## src/rtl/uart_frame_transmitter.sv

```systemverilog
// Shifts a pre-built 11-bit UART frame onto TxD, bit 0 first. Each bit lasts 16 baud ticks.
// The tick generator is a down-counter with terminal-count reload.
module uart_frame_transmitter #(
   parameter int unsigned CLK_FREQ = 50_000_000
) (
   input  logic        clk,
   input  logic        reset,
   input  logic [10:0] frame,
   input  logic        Tx_WR,
   input  logic        Tx_EN,
   input  logic [2:0]  baud_select,
   output logic        TxD,
   output logic        Tx_BUSY,
   output logic        Tx_DONE
);

   // state | meaning
   // IDLE  | line held high, waiting for Tx_WR with Tx_EN
   // SEND  | driving shift_q[bit_idx_q], 16 ticks per bit, bits 0..10
   typedef enum logic {ST_IDLE, ST_SEND} state_t;

   localparam int unsigned DIV0 = (CLK_FREQ + 8 * 300)    / (16 * 300);
   localparam int unsigned DIV1 = (CLK_FREQ + 8 * 1200)   / (16 * 1200);
   localparam int unsigned DIV2 = (CLK_FREQ + 8 * 4800)   / (16 * 4800);
   localparam int unsigned DIV3 = (CLK_FREQ + 8 * 9600)   / (16 * 9600);
   localparam int unsigned DIV4 = (CLK_FREQ + 8 * 19200)  / (16 * 19200);
   localparam int unsigned DIV5 = (CLK_FREQ + 8 * 38400)  / (16 * 38400);
   localparam int unsigned DIV6 = (CLK_FREQ + 8 * 57600)  / (16 * 57600);
   localparam int unsigned DIV7 = (CLK_FREQ + 8 * 115200) / (16 * 115200);
   localparam int unsigned CNT_W = (DIV0 > 1) ? $clog2(DIV0) : 1;

   // Reload value is DIV-1 so that a tick fires every DIV clocks.
   function automatic logic [CNT_W-1:0] div_load(input logic [2:0] sel);
      logic [CNT_W-1:0] v;
      case (sel)
         3'd0:    v = CNT_W'(DIV0 - 1);
         3'd1:    v = CNT_W'(DIV1 - 1);
         3'd2:    v = CNT_W'(DIV2 - 1);
         3'd3:    v = CNT_W'(DIV3 - 1);
         3'd4:    v = CNT_W'(DIV4 - 1);
         3'd5:    v = CNT_W'(DIV5 - 1);
         3'd6:    v = CNT_W'(DIV6 - 1);
         default: v = CNT_W'(DIV7 - 1);
      endcase
      return v;
   endfunction

   state_t           state_q, state_d;
   logic [10:0]      shift_q, shift_d;
   logic [2:0]       baud_q, baud_d;
   logic [3:0]       bit_idx_q, bit_idx_d;
   logic [3:0]       tick_cnt_q, tick_cnt_d;
   logic [CNT_W-1:0] div_cnt_q, div_cnt_d;
   logic             txd_q, txd_d;
   logic             busy_q, busy_d;
   logic             done_q, done_d;
   logic             tick;
   logic [3:0]       next_idx;

   assign tick     = (div_cnt_q == '0);
   assign next_idx = bit_idx_q + 4'd1;

   always_comb begin
      state_d    = state_q;
      shift_d    = shift_q;
      baud_d     = baud_q;
      bit_idx_d  = bit_idx_q;
      tick_cnt_d = tick_cnt_q;
      div_cnt_d  = div_cnt_q;
      txd_d      = txd_q;
      busy_d     = busy_q;
      done_d     = 1'b0;
      case (state_q)
         ST_IDLE: begin
            txd_d  = 1'b1;
            busy_d = 1'b0;
            if (Tx_WR && Tx_EN) begin
               state_d    = ST_SEND;
               shift_d    = frame;
               baud_d     = baud_select;
               bit_idx_d  = 4'd0;
               tick_cnt_d = 4'd0;
               div_cnt_d  = div_load(baud_select);
               txd_d      = frame[0];
               busy_d     = 1'b1;
            end
         end
         ST_SEND: begin
            if (!Tx_EN) begin
               state_d    = ST_IDLE;
               txd_d      = 1'b1;
               busy_d     = 1'b0;
               bit_idx_d  = 4'd0;
               tick_cnt_d = 4'd0;
               div_cnt_d  = '0;
            end else if (tick) begin
               div_cnt_d  = div_load(baud_q);
               tick_cnt_d = tick_cnt_q + 4'd1;
               if (tick_cnt_q == 4'd15) begin
                  if (bit_idx_q == 4'd10) begin
                     state_d    = ST_IDLE;
                     txd_d      = 1'b1;
                     busy_d     = 1'b0;
                     done_d     = 1'b1;
                     bit_idx_d  = 4'd0;
                     tick_cnt_d = 4'd0;
                     div_cnt_d  = '0;
                  end else begin
                     bit_idx_d = next_idx;
                     txd_d     = shift_q[next_idx];
                  end
               end
            end else begin
               div_cnt_d = div_cnt_q - 1'b1;
            end
         end
         default: state_d = ST_IDLE;
      endcase
   end

   always_ff @(posedge clk or negedge reset) begin
      if (!reset) begin
         state_q    <= ST_IDLE;
         shift_q    <= 11'h7FF;
         baud_q     <= 3'd0;
         bit_idx_q  <= 4'd0;
         tick_cnt_q <= 4'd0;
         div_cnt_q  <= '0;
         txd_q      <= 1'b1;
         busy_q     <= 1'b0;
         done_q     <= 1'b0;
      end else begin
         state_q    <= state_d;
         shift_q    <= shift_d;
         baud_q     <= baud_d;
         bit_idx_q  <= bit_idx_d;
         tick_cnt_q <= tick_cnt_d;
         div_cnt_q  <= div_cnt_d;
         txd_q      <= txd_d;
         busy_q     <= busy_d;
         done_q     <= done_d;
      end
   end

   assign TxD     = txd_q;
   assign Tx_BUSY = busy_q;
   assign Tx_DONE = done_q;

endmodule
```

## config.mk

```make
export PLATFORM = sky130hd
export DESIGN_NAME = uart_frame_transmitter
export DESIGN_NICKNAME = d
export VERILOG_FILES = /design/src/rtl/uart_frame_transmitter.sv
export SDC_FILE = /design/constraint.sdc
export NUM_CORES = 1
export LEC_CHECK = 0
export ABC_CLOCK_PERIOD_IN_PS = 4500
export CAP_MARGIN = 20
export CORE_MARGIN = 2
export CORE_UTILIZATION = 46
export CTS_BUF_LIST = sky130_fd_sc_hd__clkbuf_8
export CTS_CLUSTER_SIZE = 16
export DETAILED_ROUTE_END_ITERATION = 6
export PLACE_DENSITY = 0.76
export SYNTH_ARGS = -nofsm -noshare
export SYNTH_HDL_FRONTEND = slang
export SYNTH_SLANG_ARGS = --single-unit
```

## constraint.sdc

```tcl
create_clock -name clk -period 4.5 [get_ports clk]
set_input_delay 0.9 -clock clk [delete_from_list [all_inputs] [get_ports clk]]
set_output_delay 0.9 -clock clk [all_outputs]
set_load 0.01 [all_outputs]
```

==> results.md <==
- Worst hold slack: 0.5159 ns
- TritonCTS clock tree: done
- Synth async-reset ratio: 100.0%
- Final WL: 5988 µm
- CTS Hold Buffers Added: 0
- Layout area overhead: 12.83%
- Slew headroom: 40.62%
- Highest clock rate: 380.1 MHz
- Worst Hold Class: flop to flop
- Placed cell area: 2763 µm²
- Vias per cell: 6.234
- Synth Cell Area: 2535 µm²
- Pwr dens: 511.1 nW/µm²
- Layout cell share with drive strength beyond 1: 17.02%
- Number of DRC markers in iteration 0: 202
- Die width: 78.24 µm
- Sw Share: 39.09%
- Crit path launch type: primary input
- Post-Route Skew: 0.01148 ns
- Static leakage: 1.156 nW
- Synthesis-stage register bit count: 40
- CTS resizes: 0
- Status: finished clean
- Fin crit share: 58.46%
- Minimum clock period: 2.631 ns
- Worst reg2reg setup slack: 2.02 ns
- Core ar.: 5405 µm²
- Net Sw Power: 571.4 µW
- Total track usage: 21.02%
- Clock Power Share: 17.7%
- CP max FO: 19
- Worst skew pair latency: 0.30 ns
- Syn Inst Count: 269
- Final Cell Area: 2860 µm²
- First-pass GRT wire length: 10130 µm
- Initial core utilization: 46.90%
- Port Buffers: 20
- Number of max-cap violations: 0
- Sequential share of the synthesized area: 40.08%
- Post-layout util: 52.92%
- Largest net degree at the start of global routing: 41
- Root Driver: clkbuf_8
- Routed vias: 2207
- Slew Limit Fails: 0
- First-pass iteration count of the detailed router: 5
- Sequential Power Share: 41.6%
- Mapped Nets: 291
- # setup viols final: 0
- Final Wtd Congestion: 0.8908
- Antenna-violating nets left: 0
- P_int: 890.3 µW
- Worst path arrival time: 2.85 ns
- Number of synthesized flops with an enable pin: 0
- Gate power share: 40.7%
- Final WS setup: 1.869 ns
- Setup TNS: 0 ns
- Clock sink total: 40
- WL/cell: 16.92 µm
- Post-synth top flop: dfrtp_1
- Nets: 303
- Clk buf depth: 2
- Synth unique cells: 57
- FILL cells: 518
- Vias in the first global route: 2090
- Synth warn: 0
- DP Wirelength: 4177 µm
- H-Tree Depth: 2
- Drc violations: 0
- CP Capture Type: flop
- Ant. Diodes: 0
- I/O Pins: 21
- Clock transition at path regs: 0.07 ns
- Critical path class: primary input to flop
- Postcts setup bufs: 0
- Remaining Overflow, GRT: 0
- Peak VDD IR: 0.3082 mV
- Worst EP required: 4.72 ns
- Worst slew pin tran: 0.8908 ns
- Syn Area/Cell: 9.424 µm²
- Place WS: 1.570 ns
- Final hold violation count: 0
- TritonCTS buffer count: 5
- Row count: 27
- Initial antenna violation count: 0
- RSZ-0062 raised after global routing: false
- Die area: 6121 µm²
- Chip Height: 78.24 µm
[path summary, 6_finish.rpt]
check / from / endpoint / cells after the start
worst min register to register: tick_cnt_q[3] / tick_cnt_q[3] / 1
worst min-delay path: tick_cnt_q[3] / tick_cnt_q[3] / 1
worst max-delay path: Tx_EN / div_cnt_q[9] / 5
min in group asynchronous: reset / div_cnt_q[2] / 1
max in group asynchronous: reset / div_cnt_q[12] / 1
worst max register to register: div_cnt_q[8] / div_cnt_q[7] / 6
[cells in the mapped netlist, types with 3 or more instances]
cell type | n | area, µm²
a31oi_1 | 7 | 43.79
o211ai_1 | 3 | 22.52
nor4_1 | 5 | 31.28
xor2_1 | 7 | 61.31
nor2_1 | 23 | 86.33
dfstp_2 | 12 | 315.3
o22ai_1 | 3 | 18.77
nand3b_1 | 4 | 30.03
ha_1 | 4 | 50.05
o22a_1 | 3 | 26.28
mux2_2 | 15 | 168.9
o31ai_1 | 4 | 30.03
mux2i_1 | 4 | 40.04
inv_1 | 8 | 30.03
o21ai_0 | 23 | 115.1
xnor2_1 | 6 | 52.55
nand2_1 | 17 | 63.81
buf_1 | 3 | 11.26
nor3_1 | 7 | 35.03
nand2b_1 | 6 | 37.54
nand3_1 | 7 | 35.03
dfrtp_1 | 28 | 700.7
a21oi_1 | 10 | 50.05
a22o_1 | 3 | 26.28
clkbuf_1 | 12 | 45.04
a2bb2oi_1 | 3 | 26.28
[cell usage in the layout (no fill, tap or decap), types with 3 or more instances in the layout]
cell and count:
a31oi_1 7, o22a_1 3, nor2_1 23, xnor2_1 6, mux2_2 15, dfrtp_1 28
inv_1 8, xor2_1 7, o22ai_1 3, o21ai_0 23, nand3_1 7, o211ai_1 3
o31ai_1 4, ha_1 4, nor4_1 5, nand3b_1 4, clkbuf_8 6, clkdlybuf4s50_1 19
mux2i_1 4, nand2_1 17, a21oi_1 10, a2bb2oi_1 3, a22o_1 3, nor3_1 7
dfstp_2 12, nand2b_1 6
[area by class of cell]
class                      count  area [µm²]  area share [%]
inverter                       8       30.03           1.050
timing repair buffer          22       210.2           7.349
tap                           72       90.09           3.150
clock buffer                   6       82.58           2.887
multi-input combinational    204        1416           49.52
sequential                    40        1016           35.52
clock inverter                 2       15.01          0.5249
[layer usage]
layer  part of all wire, %  vias up  global-route usage (%)
li1                      -     1030                       -
met1                    45     1099                   28.67
met2                    48       67                   32.50
met3                   4.8       11                   4.368
met4                   1.9        0                   9.123
met5                     0        -                       0
[per-stage QoR]
stage          std cells  power [mW]
2_1_floorplan        269       1.044
3_3_place_gp         346       1.177
3_5_place_dp         346       1.197
4_1_cts              354       1.460
5_1_grt              354       1.556
6_report             354       1.462
[state kept, by name, indices dropped and copies added (netlist names)]
name and cells:
state_q 1, Tx_BUSY 1, div_cnt_q 14, TxD 1, tick_cnt_q 4, shift_q 11, baud_q 3, bit_idx_q 4
Tx_DONE 1
[worst max-delay path: stages]
cell,delay (ns)
clkdlybuf4s50_1,0.54
nand2_1,0.41
a21oi_1,0.64
o21ai_0,0.19
a2bb2oi_1,0.16
[kinds of logic (layout without fill, tap and decap cells)]
kind of cell	Yosys count	in the layout	synth area share [%]
simple gates	84	84	16.98
compound gates	82	82	22.41
xor+xnor	13	13	4.492
buf+inv	25	38	4.047
fa+ha+maj	4	4	1.974
mux	21	21	10.02
flops	40	40	40.08
[power by group through the flow]
stage	clock (mW)	sequential [mW]	combinational (mW)
after floorplan	0	0.548	0.496
after global placement	0	0.606	0.571
after detailed placement	0	0.611	0.586
after CTS	0.266	0.605	0.589
after global routing	0.278	0.627	0.651
final	0.259	0.608	0.595
(Power assumes the default switching activity.)
==> edit 1 (config.mk and constraints unchanged) <==
One comparison of `bit_idx_q` changes from == to >=.
--- a/src/rtl/uart_frame_transmitter.sv
+++ b/src/rtl/uart_frame_transmitter.sv
@@ -99,3 +99,3 @@
                if (tick_cnt_q == 4'd15) begin
-                  if (bit_idx_q == 4'd10) begin
+                  if (bit_idx_q >= 4'd10) begin
                      state_d    = ST_IDLE;
Check against the original RTL: same outputs for any inputs over 10 cycles, from zero or initial values and one cycle with reset low; that may be too few to reach the edited logic, so the function may still have changed.
==> edit 1 against the unedited design <==
- routed wire length grew 3.1%
- cell area shrank 2.7%
- synthesized cell count increased by 8.6%
- setup slack worse by 0.17 ns
- area after synthesis decreased by 2.3%
- sequential cell count unchanged
- total power is 3.5% lower
- global-route usage increased by 0.82 points
- largest power group unchanged
==> edit 1: results (changes against the unedited design) <==
[status]
status=finished clean  ; unchanged

[power_and_ir_drop]
peakVddDrop_mv=0.2938  ; was 0.3082 mV
sw_frac_of_total=0.3974  ; was 0.3909
leakage_uw=0.001169  ; was 0.001156 uW

[synthesis]
synth_mux_area_frac=0.03537  ; was 0.1002
synth_compound_area_frac=0.2021  ; was 0.2241
yosys.area_share.adder=0.02021  ; was 0.01974
synthXorXnorAreaFrac=0.04952  ; was 0.04492
yosys-top-cells-count=nand2_1, o21ai_0, dfrtp_1  ; was dfrtp_1, nor2_1, o21ai_0
syn_nets=314  ; was 291
synth_cell_types=51  ; was 57
synth_cells=292  ; was 269
yosysSeqAreaShare=0.4103  ; was 0.4008
synth_area_leaders=dfrtp_1, dfstp_2, nand2_1  ; was dfrtp_1, dfstp_2, mux2_2

[timing]
tns_ns=0  ; unchanged
maxSlewHeadroom=0.4153  ; was 0.4062
finClkSkew_ns=0.008299  ; was 0.01148 ns
drv_slew=0  ; unchanged

[drt]
via_per_inst=5.939  ; was 6.234
routed_wl_um=6171  ; was 5988 um
drtIter0Drc=225  ; was 202
firstDrtPassIters=4  ; was 5

[clock_network]
htree_levels=2  ; unchanged
postCtsSetupBuffers=0  ; unchanged
insertion_delay_ns=0.30  ; about the same
cts-root-buf=clkbuf_8  ; unchanged
path_clk_slew_ns=0.08
numCtsBuffers=5  ; unchanged
cts_resized=0  ; unchanged

[worst_setup_path]
arrival_ns=3.04  ; was 2.85 ns
worstRegToRegCells=7  ; was 6
cpMaxStageDelayCell=nor4_1  ; was a21oi_1
cp_slowest_stage_delay_ns=0.65
timing.rr.end=div_cnt_q[2]  ; was div_cnt_q[7]
reg2reg_slack_ns=1.70  ; was 2.02 ns
r2r-start=div_cnt_q[0]  ; was div_cnt_q[8]
critPathMaxFanout=5  ; was 19
critPathTopFamily=simple AND/OR/NAND/NOR gates  ; was compound AO/OA/AOI/OAI gates

[layout]
drive_gt1_frac=0.09868  ; was 0.1702
finalNonFillerCells=374  ; was 354
n_antenna_cell=0  ; unchanged
reg.largest.list=div_cnt_q (14), shift_q (11)  ; unchanged
nNetsFinal=325  ; was 303
n_fill_cell=508  ; was 518

[global_route]
grt_pass1_vias=2117  ; was 2090
grt_first_pass_wirelength_um=10430  ; was 10130 um
grt_antenna_before_repair=0  ; unchanged
grt_usage=0.2184  ; was 0.2102

[hold_path]
min-delay-start=shift_q[9]  ; was tick_cnt_q[3]
whs_path_depth=2  ; was 1
hold_path_end=shift_q[9]  ; was tick_cnt_q[3]
min_path_type=reg2reg  ; unchanged

[place]
place_area_um2=2691  ; was 2763 um2
portBuffers=20  ; unchanged
dp.final_hpwl_um=4458  ; was 4177 um
gp_congestion=0.9079  ; was 0.8908

-- edit 1: cell count changes after synthesis, sizes merged, moves of 4 or more --
cell,before,now
mux2,15,2
nor2,24,17
nand2,18,57
o21ai,24,29
a21oi,10,15
a31oi,7,3
nor3,7,11
-- edit 1: layer usage --
metal,track usage,vias to the layer above,share of wire
li1,-,1070,-
met1,0.3048,1079,0.47
met2,0.3374,59,0.46
met3,0.04419,13,0.045
met4,0.08036,0,0.020
met5,0,-,0
-- edit 1: worst reg2reg max path, delay by kind of cell (launching register included) --
kind	cells	cell delay (ns)
flops	1	0.41
fa+ha+maj	1	0.20
simple gates	3	1.52
buf+inv	1	0.09
compound gates	2	0.52
-- edit 1: cell type report --
cell class	count	area, um2	share of cell area
Clock inverter	2	10.01	0.003596
Sequential cell	40	1016	0.3649
Inverter	9	33.78	0.01213
Multi-Input combinational cell	227	1359	0.4881
Clock buffer	6	82.58	0.02966
Tap cell	70	87.58	0.03146
Timing Repair Buffer	20	195.2	0.07011
-- edit 1: cells by family (layout without fill, tap and decap cells) --
group | count (synthesis) | in the layout
and+or+nand+nor | 124 | 124
AOI/OAI and AO/OA | 79 | 79
DFF | 40 | 40
buffers and inverters | 25 | 37
xor gates and xnor gates | 14 | 14
muxes | 6 | 6
adders and majority gates | 4 | 4
-- edit 1: power groups by stage --
stage               registers (uW)  logic, uW  clock network (uW)
floorplan                      574        430                   0
global placement               636        499                   0
detailed placement             639        515                   0
CTS                            634        518                 256
global route                   654        586                 269
finish                         638        520                 253
-- edit 1: metrics by stage --
| step | setup slack [ns] | util | hold WS [ns] | total power [uW] |
|---|---|---|---|---|
| global route | 1.587 | 0.5416 | 0.4864 | 1510 |
| detailed placement | 1.613 | 0.5236 | 0.4515 | 1154 |
| floorplan | 1.980 | - | 0.4370 | 1004 |
| CTS | 1.753 | 0.5416 | 0.4609 | 1408 |
| finish | 1.703 | 0.5416 | 0.4568 | 1410 |
| global placement | 1.673 | 0.5236 | 0.4449 | 1135 |
-- edit 1: how the worst max path moves through the flow --
stage | startpoint | end | slack [ns] | depth (start not counted)
2_1_floorplan | div_cnt_q[0] | div_cnt_q[9] | 1.98 | 8
3_3_place_gp | Tx_EN | div_cnt_q[9] | 1.67 | 6
3_5_place_dp | Tx_EN | div_cnt_q[2] | 1.61 | 6
4_1_cts | div_cnt_q[0] | div_cnt_q[8] | 1.75 | 7
5_1_grt | div_cnt_q[0] | div_cnt_q[2] | 1.59 | 7
6_report | div_cnt_q[0] | div_cnt_q[2] | 1.70 | 7
==> edit 2 (config.mk and constraints unchanged) <==
Made on the original files. The parameter `CLK_FREQ` goes from 50_000_000 to 100_000_000.
--- a/src/rtl/uart_frame_transmitter.sv
+++ b/src/rtl/uart_frame_transmitter.sv
@@ -3,3 +3,3 @@
 module uart_frame_transmitter #(
-   parameter int unsigned CLK_FREQ = 50_000_000
+   parameter int unsigned CLK_FREQ = 100_000_000
 ) (
Behaviour: no difference found for any inputs over 10 cycles, from zero or initial values and one cycle with reset low; that may be too few to reach the edited logic, so the function may still have changed.
==> edit 2 against the unedited design <==
- sequential share of layout area fell by 1.2 points
- sequential cell count is 1 higher
- cell area is 6.1% higher
- largest cell class unchanged
- total power decreased by 10%
- via count increased by 6.0%
- clock power increased by 22%
- critical endpoint unchanged
- utilization increased by 1.5 points
- area after synthesis up 6.5%
- routed wire length increased by 7.9%
- setup slack got worse by 0.037 ns
- first-iteration DRC count down 0.99%
==> edit 2: results (changes against the unedited design) <==
[synthesis]
syn_nets=311  ; was 291
synth_cell_types=61  ; was 57
yosys-top-cells-count=dfrtp_1, nor2_1, a21oi_1  ; was dfrtp_1, nor2_1, o21ai_0
yosys.area_share.adder=0.02318  ; was 0.01974
syn_avg_cell_area_um2=9.371  ; was 9.424 um2
synth_compound_area_frac=0.2216  ; was 0.2241
yosysSeqAreaShare=0.3857  ; was 0.4008

[status]
status=finished clean  ; unchanged

[place]
dp.cells=361  ; was 346
gp_congestion=0.8605  ; was 0.8908

[worst_setup_path]
cpMaxStageDelayCell=and2_1  ; was a21oi_1
cp_slowest_stage_delay_ns=0.54  ; was 0.64 ns
cp-startpoint=div_cnt_q[0]  ; was Tx_EN

[drt]
drtIter0Drc=200  ; was 202
firstDrtPassIters=4  ; was 5
via_count=2340  ; was 2207
wl_met2_um=2941  ; was 2878 um
m1WireLength_um=3048  ; was 2706 um

[clock_network]
path_clk_slew_ns=0.09  ; was 0.07 ns

[global_route]
grt_start_max_net_pins=42  ; was 41
grt_usage=0.2176  ; was 0.2102
grt_first_pass_wirelength_um=10780  ; was 10130 um

[layout]
n_fill_cell=524  ; was 518

[timing]
finClkSkew_ns=0.007844  ; was 0.01148 ns

[floorplan]
die_w_um=80.60  ; was 78.24 um

[power_and_ir_drop]
peakVddDrop_mv=0.2025  ; was 0.3082 mV

[edit 2: path summary, 6_finish.rpt]
| check | depth (start not counted) | to | slack, ns |
|---|---|---|---|
| min in group asynchronous | 1 | div_cnt_q[1] | 0.72 |
| max | 8 | div_cnt_q[9] | 1.83 |
| min reg2reg | 1 | tick_cnt_q[3] | 0.52 |
| max in group asynchronous | 1 | tick_cnt_q[2] | 3.18 |
| min | 1 | tick_cnt_q[3] | 0.52 |
| max reg2reg | 8 | div_cnt_q[9] | 1.83 |
[edit 2: per-stage QoR]
stage               total power [uW]  utilization  hold slack, ns  instance area (um2)  setup slack [ns]
floorplan                      866.6            -          0.4754                 2699             2.161
global placement               980.4       0.5208          0.5022                 2903             1.598
detailed placement             991.2       0.5208          0.5136                 2903             1.552
CTS                             1312       0.5423          0.5228                 3023             1.856
global route                    1404       0.5443          0.5526                 3034             1.571
finish                          1311       0.5443          0.5224                 3034             1.832
[edit 2: layout make-up]
class / count / share of cell area
Clock buffer: 6 / 0.02722
Clock inverter: 2 / 0.01237
Inverter: 5 / 0.006186
Multi-Input combinational cell: 221 / 0.5085
Sequential cell: 41 / 0.3431
Tap cell: 72 / 0.02969
Timing Repair Buffer: 23 / 0.07299
[edit 2: per-layer routing]
layer  track usage  vias up
met5             0        -
met3       0.04607        4
met1        0.3121     1155
met2        0.3325       79
met4       0.05763        0
li1              -     1102
[edit 2: report_power, final]
group	switching, uW	internal [uW]
Sequential	101	453
Combinational	235	207
Clock	134	180
Total	471	840
[edit 2: worst register-to-register path: stages (launching register included)]
cell and delay [ns]:
dfrtp_1 0.46, inv_1 0.11, ha_1 0.20, nor4b_1 0.29
nor3b_2 0.22, buf_4 0.21, and2_1 0.54, a221oi_1 0.20
o32a_1 0.32
